$ cat src/rtl/id_stage_pkg.sv
// Shared widths, encodings and operand-forwarding helper for the RV32I decode stage.
package id_stage_pkg;

    localparam int ADDR_W     = 32;
    localparam int INSTR_W    = 32;
    localparam int WORD_W     = 32;
    localparam int REG_IDX_W  = 5;
    localparam int ALU_OP_W   = 4;
    localparam int MEM_OP_W   = 4;
    localparam int DEST_SRC_W = 2;

    localparam logic [6:0] OPC_OP     = 7'b0110011;
    localparam logic [6:0] OPC_OP_IMM = 7'b0010011;
    localparam logic [6:0] OPC_LOAD   = 7'b0000011;
    localparam logic [6:0] OPC_STORE  = 7'b0100011;
    localparam logic [6:0] OPC_BRANCH = 7'b1100011;
    localparam logic [6:0] OPC_LUI    = 7'b0110111;
    localparam logic [6:0] OPC_AUIPC  = 7'b0010111;
    localparam logic [6:0] OPC_JAL    = 7'b1101111;
    localparam logic [6:0] OPC_JALR   = 7'b1100111;

    typedef enum logic [DEST_SRC_W-1:0] {
        DEST_NONE = 2'd0, DEST_ALU = 2'd1, DEST_MEM = 2'd2, DEST_PC4 = 2'd3
    } dest_src_e;

    typedef enum logic [ALU_OP_W-1:0] {
        ALU_ADD = 4'd0, ALU_SUB = 4'd1, ALU_SLL = 4'd2, ALU_SLT = 4'd3, ALU_SLTU = 4'd4,
        ALU_XOR = 4'd5, ALU_SRL = 4'd6, ALU_SRA = 4'd7, ALU_OR  = 4'd8, ALU_AND  = 4'd9
    } alu_op_e;

    typedef enum logic [MEM_OP_W-1:0] {
        MEM_NONE = 4'd0, MEM_LB = 4'd1, MEM_LH = 4'd2, MEM_LW = 4'd3, MEM_LBU = 4'd4,
        MEM_LHU  = 4'd5, MEM_SB = 4'd6, MEM_SH = 4'd7, MEM_SW = 4'd8
    } mem_op_e;

    typedef enum logic [1:0] {A_RS1, A_PC, A_ZERO} a_sel_e;
    typedef enum logic       {B_RS2, B_IMM}        b_sel_e;

    typedef struct packed {
        logic [ADDR_W-1:0]    pc;
        logic [INSTR_W-1:0]   instr;
        alu_op_e              alu_op;
        logic [WORD_W-1:0]    data_a;
        logic [WORD_W-1:0]    data_b;
        logic [WORD_W-1:0]    imm;
        mem_op_e              mem_op;
        dest_src_e            dest_src;
        logic [REG_IDX_W-1:0] dest_reg;
    } id_ex_t;

    localparam id_ex_t BUBBLE = '{
        pc: '0, instr: '0, alu_op: ALU_ADD, data_a: '0, data_b: '0, imm: '0,
        mem_op: MEM_NONE, dest_src: DEST_NONE, dest_reg: '0
    };

    // alt selects SUB/SRA; the caller decides which funct3 values may use it.
    function automatic alu_op_e alu_from_f3(input logic [2:0] f3, input logic alt);
        case (f3)
            3'b000:  return alt ? ALU_SUB : ALU_ADD;
            3'b001:  return ALU_SLL;
            3'b010:  return ALU_SLT;
            3'b011:  return ALU_SLTU;
            3'b100:  return ALU_XOR;
            3'b101:  return alt ? ALU_SRA : ALU_SRL;
            3'b110:  return ALU_OR;
            default: return ALU_AND;
        endcase
    endfunction

    // Youngest producer wins; a load in EX cannot forward and is covered by the hazard stall.
    function automatic logic [WORD_W-1:0] fwd_operand(
        input logic [REG_IDX_W-1:0]  rs,
        input logic [REG_IDX_W-1:0]  ex_reg,
        input logic [DEST_SRC_W-1:0] ex_src,
        input logic [WORD_W-1:0]     ex_val,
        input logic [REG_IDX_W-1:0]  me_reg,
        input logic [DEST_SRC_W-1:0] me_src,
        input logic [WORD_W-1:0]     me_val,
        input logic                  wb_en,
        input logic [REG_IDX_W-1:0]  wb_reg,
        input logic [WORD_W-1:0]     wb_val,
        input logic [WORD_W-1:0]     rf_val
    );
        if (rs == '0)                                                       return '0;
        if (ex_reg == rs && (ex_src == DEST_ALU || ex_src == DEST_PC4))     return ex_val;
        if (me_reg == rs && me_src != DEST_NONE)                            return me_val;
        if (wb_en && wb_reg == rs)                                          return wb_val;
        return rf_val;
    endfunction

endpackage

$ cat src/rtl/id_stage_reg_file.sv
// 32x32 register file: two asynchronous read ports, one synchronous write port, x0 hard zero.
module id_stage_reg_file
    import id_stage_pkg::*;
(
    input  logic                 clk,
    input  logic                 rf_reset,
    input  logic [REG_IDX_W-1:0] rd_addr_a,
    input  logic [REG_IDX_W-1:0] rd_addr_b,
    output logic [WORD_W-1:0]    rd_data_a,
    output logic [WORD_W-1:0]    rd_data_b,
    input  logic                 wr_en,
    input  logic [REG_IDX_W-1:0] wr_addr,
    input  logic [WORD_W-1:0]    wr_data
);

    logic [WORD_W-1:0] regs_q [32];
    logic [WORD_W-1:0] regs_d [32];

    // NOTE: regs_d starts as a full copy of regs_q so every element has a value on every path; no latch.
    always_comb begin
        regs_d = regs_q;
        if (wr_en && wr_addr != '0) regs_d[wr_addr] = wr_data;
    end

    // NOTE: this array is a visible, resettable state (the pipeline expects all-zero after rf_reset),
    // so it gets an async clear here instead of being left as an unreset RAM.
    always_ff @(posedge clk or negedge rf_reset) begin
        if (!rf_reset) regs_q <= '{default: '0};
        else           regs_q <= regs_d;
    end

    assign rd_data_a = regs_q[rd_addr_a];
    assign rd_data_b = regs_q[rd_addr_b];

endmodule

$ cat src/rtl/id_stage.sv
// RV32I decode stage: decode, operand fetch with EX/ME/WB forwarding, load-use detection, ID/EX register.
module id_stage
    import id_stage_pkg::*;
(
    input  logic                  clk,
    input  logic                  rf_reset,
    input  logic                  clr,
    input  logic                  stall,
    input  logic [ADDR_W-1:0]     i_pc,
    input  logic [INSTR_W-1:0]    i_instr,
    input  logic [REG_IDX_W-1:0]  i_ex_dest_reg,
    input  logic [DEST_SRC_W-1:0] i_ex_dest_src,
    input  logic [WORD_W-1:0]     i_ex_alu_eval,
    input  logic [REG_IDX_W-1:0]  i_me_dest_reg,
    input  logic [DEST_SRC_W-1:0] i_me_dest_src,
    input  logic [WORD_W-1:0]     i_me_dest_data,
    input  logic                  i_wb_dest_en,
    input  logic [REG_IDX_W-1:0]  i_wb_dest_reg,
    input  logic [WORD_W-1:0]     i_wb_dest_data,
    output logic [ADDR_W-1:0]     o_pc,
    output logic [INSTR_W-1:0]    o_instr,
    output logic [ALU_OP_W-1:0]   o_alu_op,
    output logic [WORD_W-1:0]     o_alu_data_a,
    output logic [WORD_W-1:0]     o_alu_data_b,
    output logic [WORD_W-1:0]     o_imm,
    output logic [MEM_OP_W-1:0]   o_mem_op,
    output logic [DEST_SRC_W-1:0] o_dest_src,
    output logic [REG_IDX_W-1:0]  o_dest_reg,
    output logic                  o_mem_hazard
);

    logic [6:0]           opcode;
    logic [2:0]           funct3;
    logic [REG_IDX_W-1:0] rs1, rs2, rd;
    logic [WORD_W-1:0]    rf_rs1, rf_rs2, rs1_val, rs2_val;

    assign opcode = i_instr[6:0];
    assign funct3 = i_instr[14:12];
    assign rs1    = i_instr[19:15];
    assign rs2    = i_instr[24:20];
    assign rd     = i_instr[11:7];

    id_stage_reg_file u_reg_file (
        .clk       (clk),
        .rf_reset  (rf_reset),
        .rd_addr_a (rs1),
        .rd_addr_b (rs2),
        .rd_data_a (rf_rs1),
        .rd_data_b (rf_rs2),
        .wr_en     (i_wb_dest_en),
        .wr_addr   (i_wb_dest_reg),
        .wr_data   (i_wb_dest_data)
    );

    assign rs1_val = fwd_operand(rs1, i_ex_dest_reg, i_ex_dest_src, i_ex_alu_eval,
                                 i_me_dest_reg, i_me_dest_src, i_me_dest_data,
                                 i_wb_dest_en, i_wb_dest_reg, i_wb_dest_data, rf_rs1);
    assign rs2_val = fwd_operand(rs2, i_ex_dest_reg, i_ex_dest_src, i_ex_alu_eval,
                                 i_me_dest_reg, i_me_dest_src, i_me_dest_data,
                                 i_wb_dest_en, i_wb_dest_reg, i_wb_dest_data, rf_rs2);

    logic      valid, use_rs1, use_rs2;
    alu_op_e   alu_op;
    mem_op_e   mem_op;
    dest_src_e dest_src;
    a_sel_e    a_sel;
    b_sel_e    b_sel;
    logic [WORD_W-1:0] imm;

    always_comb begin
        valid    = 1'b1;
        use_rs1  = 1'b0;
        use_rs2  = 1'b0;
        alu_op   = ALU_ADD;
        mem_op   = MEM_NONE;
        dest_src = DEST_NONE;
        a_sel    = A_RS1;
        b_sel    = B_IMM;
        imm      = '0;
        case (opcode)
            OPC_OP: begin
                use_rs1 = 1'b1; use_rs2 = 1'b1; b_sel = B_RS2; dest_src = DEST_ALU;
                alu_op  = alu_from_f3(funct3, i_instr[30]);
            end
            OPC_OP_IMM: begin
                use_rs1 = 1'b1; dest_src = DEST_ALU;
                imm     = {{20{i_instr[31]}}, i_instr[31:20]};
                alu_op  = alu_from_f3(funct3, (funct3 == 3'b101) && i_instr[30]);
            end
            OPC_LOAD: begin
                use_rs1 = 1'b1; dest_src = DEST_MEM;
                imm     = {{20{i_instr[31]}}, i_instr[31:20]};
                case (funct3)
                    3'b000:  mem_op = MEM_LB;
                    3'b001:  mem_op = MEM_LH;
                    3'b010:  mem_op = MEM_LW;
                    3'b100:  mem_op = MEM_LBU;
                    3'b101:  mem_op = MEM_LHU;
                    default: valid  = 1'b0;
                endcase
            end
            OPC_STORE: begin
                use_rs1 = 1'b1; use_rs2 = 1'b1; b_sel = B_RS2;
                imm     = {{20{i_instr[31]}}, i_instr[31:25], i_instr[11:7]};
                case (funct3)
                    3'b000:  mem_op = MEM_SB;
                    3'b001:  mem_op = MEM_SH;
                    3'b010:  mem_op = MEM_SW;
                    default: valid  = 1'b0;
                endcase
            end
            OPC_BRANCH: begin
                use_rs1 = 1'b1; use_rs2 = 1'b1; b_sel = B_RS2;
                imm     = {{19{i_instr[31]}}, i_instr[31], i_instr[7], i_instr[30:25], i_instr[11:8], 1'b0};
                case (funct3)
                    3'b000, 3'b001: alu_op = ALU_SUB;
                    3'b100, 3'b101: alu_op = ALU_SLT;
                    3'b110, 3'b111: alu_op = ALU_SLTU;
                    default:        valid  = 1'b0;
                endcase
            end
            OPC_LUI, OPC_AUIPC: begin
                a_sel    = (opcode == OPC_LUI) ? A_ZERO : A_PC;
                dest_src = DEST_ALU;
                imm      = {i_instr[31:12], 12'b0};
            end
            OPC_JAL: begin
                a_sel    = A_PC; dest_src = DEST_PC4;
                imm      = {{11{i_instr[31]}}, i_instr[31], i_instr[19:12], i_instr[20], i_instr[30:21], 1'b0};
            end
            OPC_JALR: begin
                use_rs1  = 1'b1; dest_src = DEST_PC4;
                imm      = {{20{i_instr[31]}}, i_instr[31:20]};
            end
            default: valid = 1'b0;
        endcase
    end

    assign o_mem_hazard = (i_ex_dest_src == DEST_MEM) && (i_ex_dest_reg != '0) &&
                          ((use_rs1 && rs1 == i_ex_dest_reg) || (use_rs2 && rs2 == i_ex_dest_reg));

    id_ex_t decoded, id_ex_d, id_ex_q;

    always_comb begin
        decoded          = BUBBLE;
        decoded.pc       = i_pc;
        decoded.instr    = i_instr;
        decoded.alu_op   = alu_op;
        decoded.imm      = imm;
        decoded.mem_op   = mem_op;
        decoded.dest_src = dest_src;
        decoded.dest_reg = (dest_src == DEST_NONE) ? '0 : rd;
        case (a_sel)
            A_PC:    decoded.data_a = i_pc;
            A_ZERO:  decoded.data_a = '0;
            default: decoded.data_a = rs1_val;
        endcase
        decoded.data_b = (b_sel == B_RS2) ? rs2_val : imm;
        if (!valid) decoded = BUBBLE;
    end

    always_comb begin
        id_ex_d = id_ex_q;
        if      (clr)          id_ex_d = BUBBLE;
        else if (stall)        id_ex_d = id_ex_q;
        else if (o_mem_hazard) id_ex_d = BUBBLE;
        else                   id_ex_d = decoded;
    end

    // NOTE: state updates use non-blocking assignments so every flop samples pre-edge values.
    always_ff @(posedge clk or negedge rf_reset) begin
        if (!rf_reset) id_ex_q <= BUBBLE;
        else           id_ex_q <= id_ex_d;
    end

    assign o_pc         = id_ex_q.pc;
    assign o_instr      = id_ex_q.instr;
    assign o_alu_op     = id_ex_q.alu_op;
    assign o_alu_data_a = id_ex_q.data_a;
    assign o_alu_data_b = id_ex_q.data_b;
    assign o_imm        = id_ex_q.imm;
    assign o_mem_op     = id_ex_q.mem_op;
    assign o_dest_src   = id_ex_q.dest_src;
    assign o_dest_reg   = id_ex_q.dest_reg;

endmodule

$ cat config.mk
export PLATFORM = sky130hd
export DESIGN_NAME = id_stage
export DESIGN_NICKNAME = d
export VERILOG_FILES = /design/src/rtl/id_stage_pkg.sv /design/src/rtl/id_stage_reg_file.sv /design/src/rtl/id_stage.sv
export SDC_FILE = /design/constraint.sdc
export NUM_CORES = 2
export LEC_CHECK = 0
export CAP_MARGIN = 15
export CELL_PAD_IN_SITES_DETAIL_PLACEMENT = 1
export CELL_PAD_IN_SITES_GLOBAL_PLACEMENT = 2
export CORE_ASPECT_RATIO = 0.6
export CORE_MARGIN = 2
export CORE_UTILIZATION = 35
export DETAILED_ROUTE_END_ITERATION = 7
export HOLD_SLACK_MARGIN = 0.08
export PLACE_DENSITY = 0.71
export SETUP_SLACK_MARGIN = 0.5
export SYNTH_ARGS = -nofsm -noshare
export SYNTH_HDL_FRONTEND = slang
export SYNTH_HIERARCHICAL = 1
export SYNTH_SLANG_ARGS = --single-unit
$ cat constraint.sdc
create_clock -name clk -period 2 [get_ports clk]
set_input_delay 0.3 -clock clk [delete_from_list [all_inputs] [get_ports clk]]
set_output_delay 0.3 -clock clk [all_outputs]
set_load 0.05 [all_outputs]
==> results.cfg <==
[power_and_ir_drop]
clock_power_share_pct = 33.9
swShare_pct = 30.7
p_int_w = 0.0512
power_density_nw_per_um2 = 825
power_w = 0.0739
p_leak_nw = 41.8
vdd_drop_max_v = 0.000762
switchingPower_w = 0.0227
seqPwrFrac_pct = 42.6
p_comb_share_pct = 23.6

[sta]
min_period_ns = 2.19
finalHoldViolCount = 0
fmax_ghz = 0.457
worst-slew-pin-transition_ns = 0.666
fin_ws_ns = -0.186
slew_violations = 0
finalCritPeriodShare_pct = 109
fin_hold_ws_ns = 0.124
rsz0062_at_grt = yes
setup_viol = 104
finClkSkew_ns = 0.0513
relSlewSlack_pct = 55.2

[grt]
grt_antenna_before_repair = 16
grt_max_degree = 70
track_usage_pct = 30.9
grt_overflow = 0
grt_pass1_vias = 57300
grt_pass1_wl_mm = 433

[detailed_routing]
antenna_left = 0
detail_route.wl_per_cell_um = 32.9
first_iter_violations = 5826
via_count = 55800
drc = 0
wl_mm = 306
viasPerCell = 5.99
drtPass1Iterations = 5

[place]
port_buffers = 359
dp_hpwl_mm = 209
postPlaceCellArea_um2 = 80000
place_inst = 8863
place.gp.congestion = 0.955

[clock_tree]
clock_latency_ns = 0.79
cts.sinks = 1199
cts_buffer_depth = 3
cts-htree-levels = 3
cts_tree = built
clk_pin_slew_ns = 0.07
cts-root-buf = clkbuf_16
cts_buffers = 120

[outcome]
status = finished, violations left
failed_checks = negative setup slack

[logic_synthesis]
yosysSeqAreaShare_pct = 45.5
yosys_warnings = 6
synth-async-reset-ratio_pct = 100
ys.flop_type = dfrtp_1
synth_nets = 5820
synth_edf_count = 0
synth_top_area_share_pct = 45.5
avgSynthCellArea_um2 = 11.7
ys_top_cells_by_area = dfrtp_1, mux2_2, mux2i_1, a22o_1, a22oi_1
netlist_area_um2 = 65900
synth_common_cells = dfrtp_1, mux2i_1, mux2_2
ys_seq_elements = 1199
synth.distinct_cells = 66
synth_most_common_cell = dfrtp_1
synth_top_area_cell = dfrtp_1
netlist_instances = 5636

[critical_path]
cp_max_fo = 7
cp-end-kind = flip-flop
worst_ep_arrival_time_ns = 2.88
path_class = in -> reg
cp.required_ns = 2.69
r2r_setup_slack_ns = -0.10
critPathLaunchType = input pin

[hold_path]
min_path_type = in -> reg

[layout]
nets = 6895
regMostFlops = u_reg_file/regs_q
area_growth_pct = 35.9
fin_area_um2 = 89600
layout-drive-gt1-share_pct = 42.4
fin_cells = 9320
largest_register_ffs = 1024

[die]
die_area_um2 = 192000
io_pins = 360
die_h_um = 340
rows = 123
core_area_um2 = 187000
die_w_um = 564
start_util_pct = 35.2

[run]
max-cap-violations = 0
## critical path: stages
cell	delay, ns
clkdlybuf4s50_1	0.51
o21ai_0	0.31
nand4b_1	0.13
and3_1	0.23
or4_4	0.66
buf_12	0.22
buf_8	0.13
a2111o_1	0.28
o211ai_1	0.09
## placed cells by master, fill, tap and decap left out, types with 24 or more instances in the layout
cell	netlist	layout
buf_4	60	787
buf_12	0	248
nand2_1	295	265
nand2_2	0	26
clkbuf_8	0	34
mux2_2	957	852
a22o_1	228	228
nor3_1	90	50
mux2i_2	0	26
a21oi_1	240	220
buf_8	0	24
nand3_1	201	162
a22oi_1	211	209
a31oi_1	77	47
a221o_1	24	24
nand3_2	0	36
dfrtp_1	1199	1199
a31oi_2	0	24
buf_6	51	266
nor2_1	72	66
clkbuf_1	321	24
clkbuf_16	0	124
mux2i_1	1049	1010
mux2_1	37	37
mux2_4	0	105
nor3_2	0	37
clkdlybuf4s50_1	0	154
## path summary, 6_finish.rpt
kind	endpoint	start	depth (start not counted)
worst max register to register	o_alu_data_b[12]	u_reg_file/regs_q[940]	11
worst min register to register	u_reg_file/regs_q[1007]	u_reg_file/regs_q[1007]	0
min in group asynchronous	u_reg_file/regs_q[546]	rf_reset	3
max in group asynchronous	u_reg_file/regs_q[331]	rf_reset	4
worst max-delay path	o_alu_data_b[11]	i_instr[13]	9
worst min-delay path	o_dest_src[1]	i_instr[2]	4
## logic make-up after synthesis
group | synth area share [%]
AO/OA/AOI/OAI | 11.0
multiplexers | 32.9
flip-flops | 45.5
XOR/XNOR | 0.412
buffers and inverters | 4.55
AND/OR/NAND/NOR | 5.55
## repair_timing
| item | 4_1_cts | 5_1_grt |
|---|---|---|
| endpoints found under the hold margin | 726 | 2 |
| gates cloned | 16 | 5 |
| resized for setup | 1090 | 244 |
| pin swaps | 228 | 109 |
| hold buffers | 6 | 3 |
| endpoints found under the setup margin | 1342 | 475 |
| setup buffers | 112 | 84 |
## power groups by stage
stage / Combinational [W] / Sequential, W / Clock [W]
after floorplan: 0.00941 / 0.0308 / 0
after global placement: 0.0156 / 0.0313 / 0
after detailed placement: 0.0159 / 0.0317 / 0
after CTS: 0.0169 / 0.0313 / 0.0253
after global routing: 0.0184 / 0.0319 / 0.0263
final: 0.0174 / 0.0314 / 0.0250
## per-stage QoR
stage / setup TNS [ns] / setup slack [ns] / util, %
after CTS: -1.01 / -0.147 / 46.8
final: -9.29 / -0.186 / 47.8
after global placement: -694.44 / -1.48 / 42.7
after detailed placement: -712.73 / -1.42 / 42.7
after floorplan: -37.81 / -0.320 / -
after global routing: -10.19 / -0.223 / 47.8
## metal layers
layer / up-vias / wire, um / GRT usage [%]
met4: 14 / 9200 / 8.10
li1: 23100 / - / -
met3: 468 / 24900 / 6.89
met5: - / 79 / 0
met2: 2238 / 126000 / 43.2
met1: 30000 / 146000 / 47.2
## area by class of cell
class / count / area (um2)
sequential: 1199 / 30000
antenna: 6 / 15.0
inverter: 8 / 30.0
fill: 19200 / 97700
timing repair buffer: 1538 / 16800
clock buffer: 178 / 3560
clock inverter: 47 / 696
multi-input combinational: 3844 / 35300
tap: 2500 / 3130
Power figures use the tool's default switching activity.
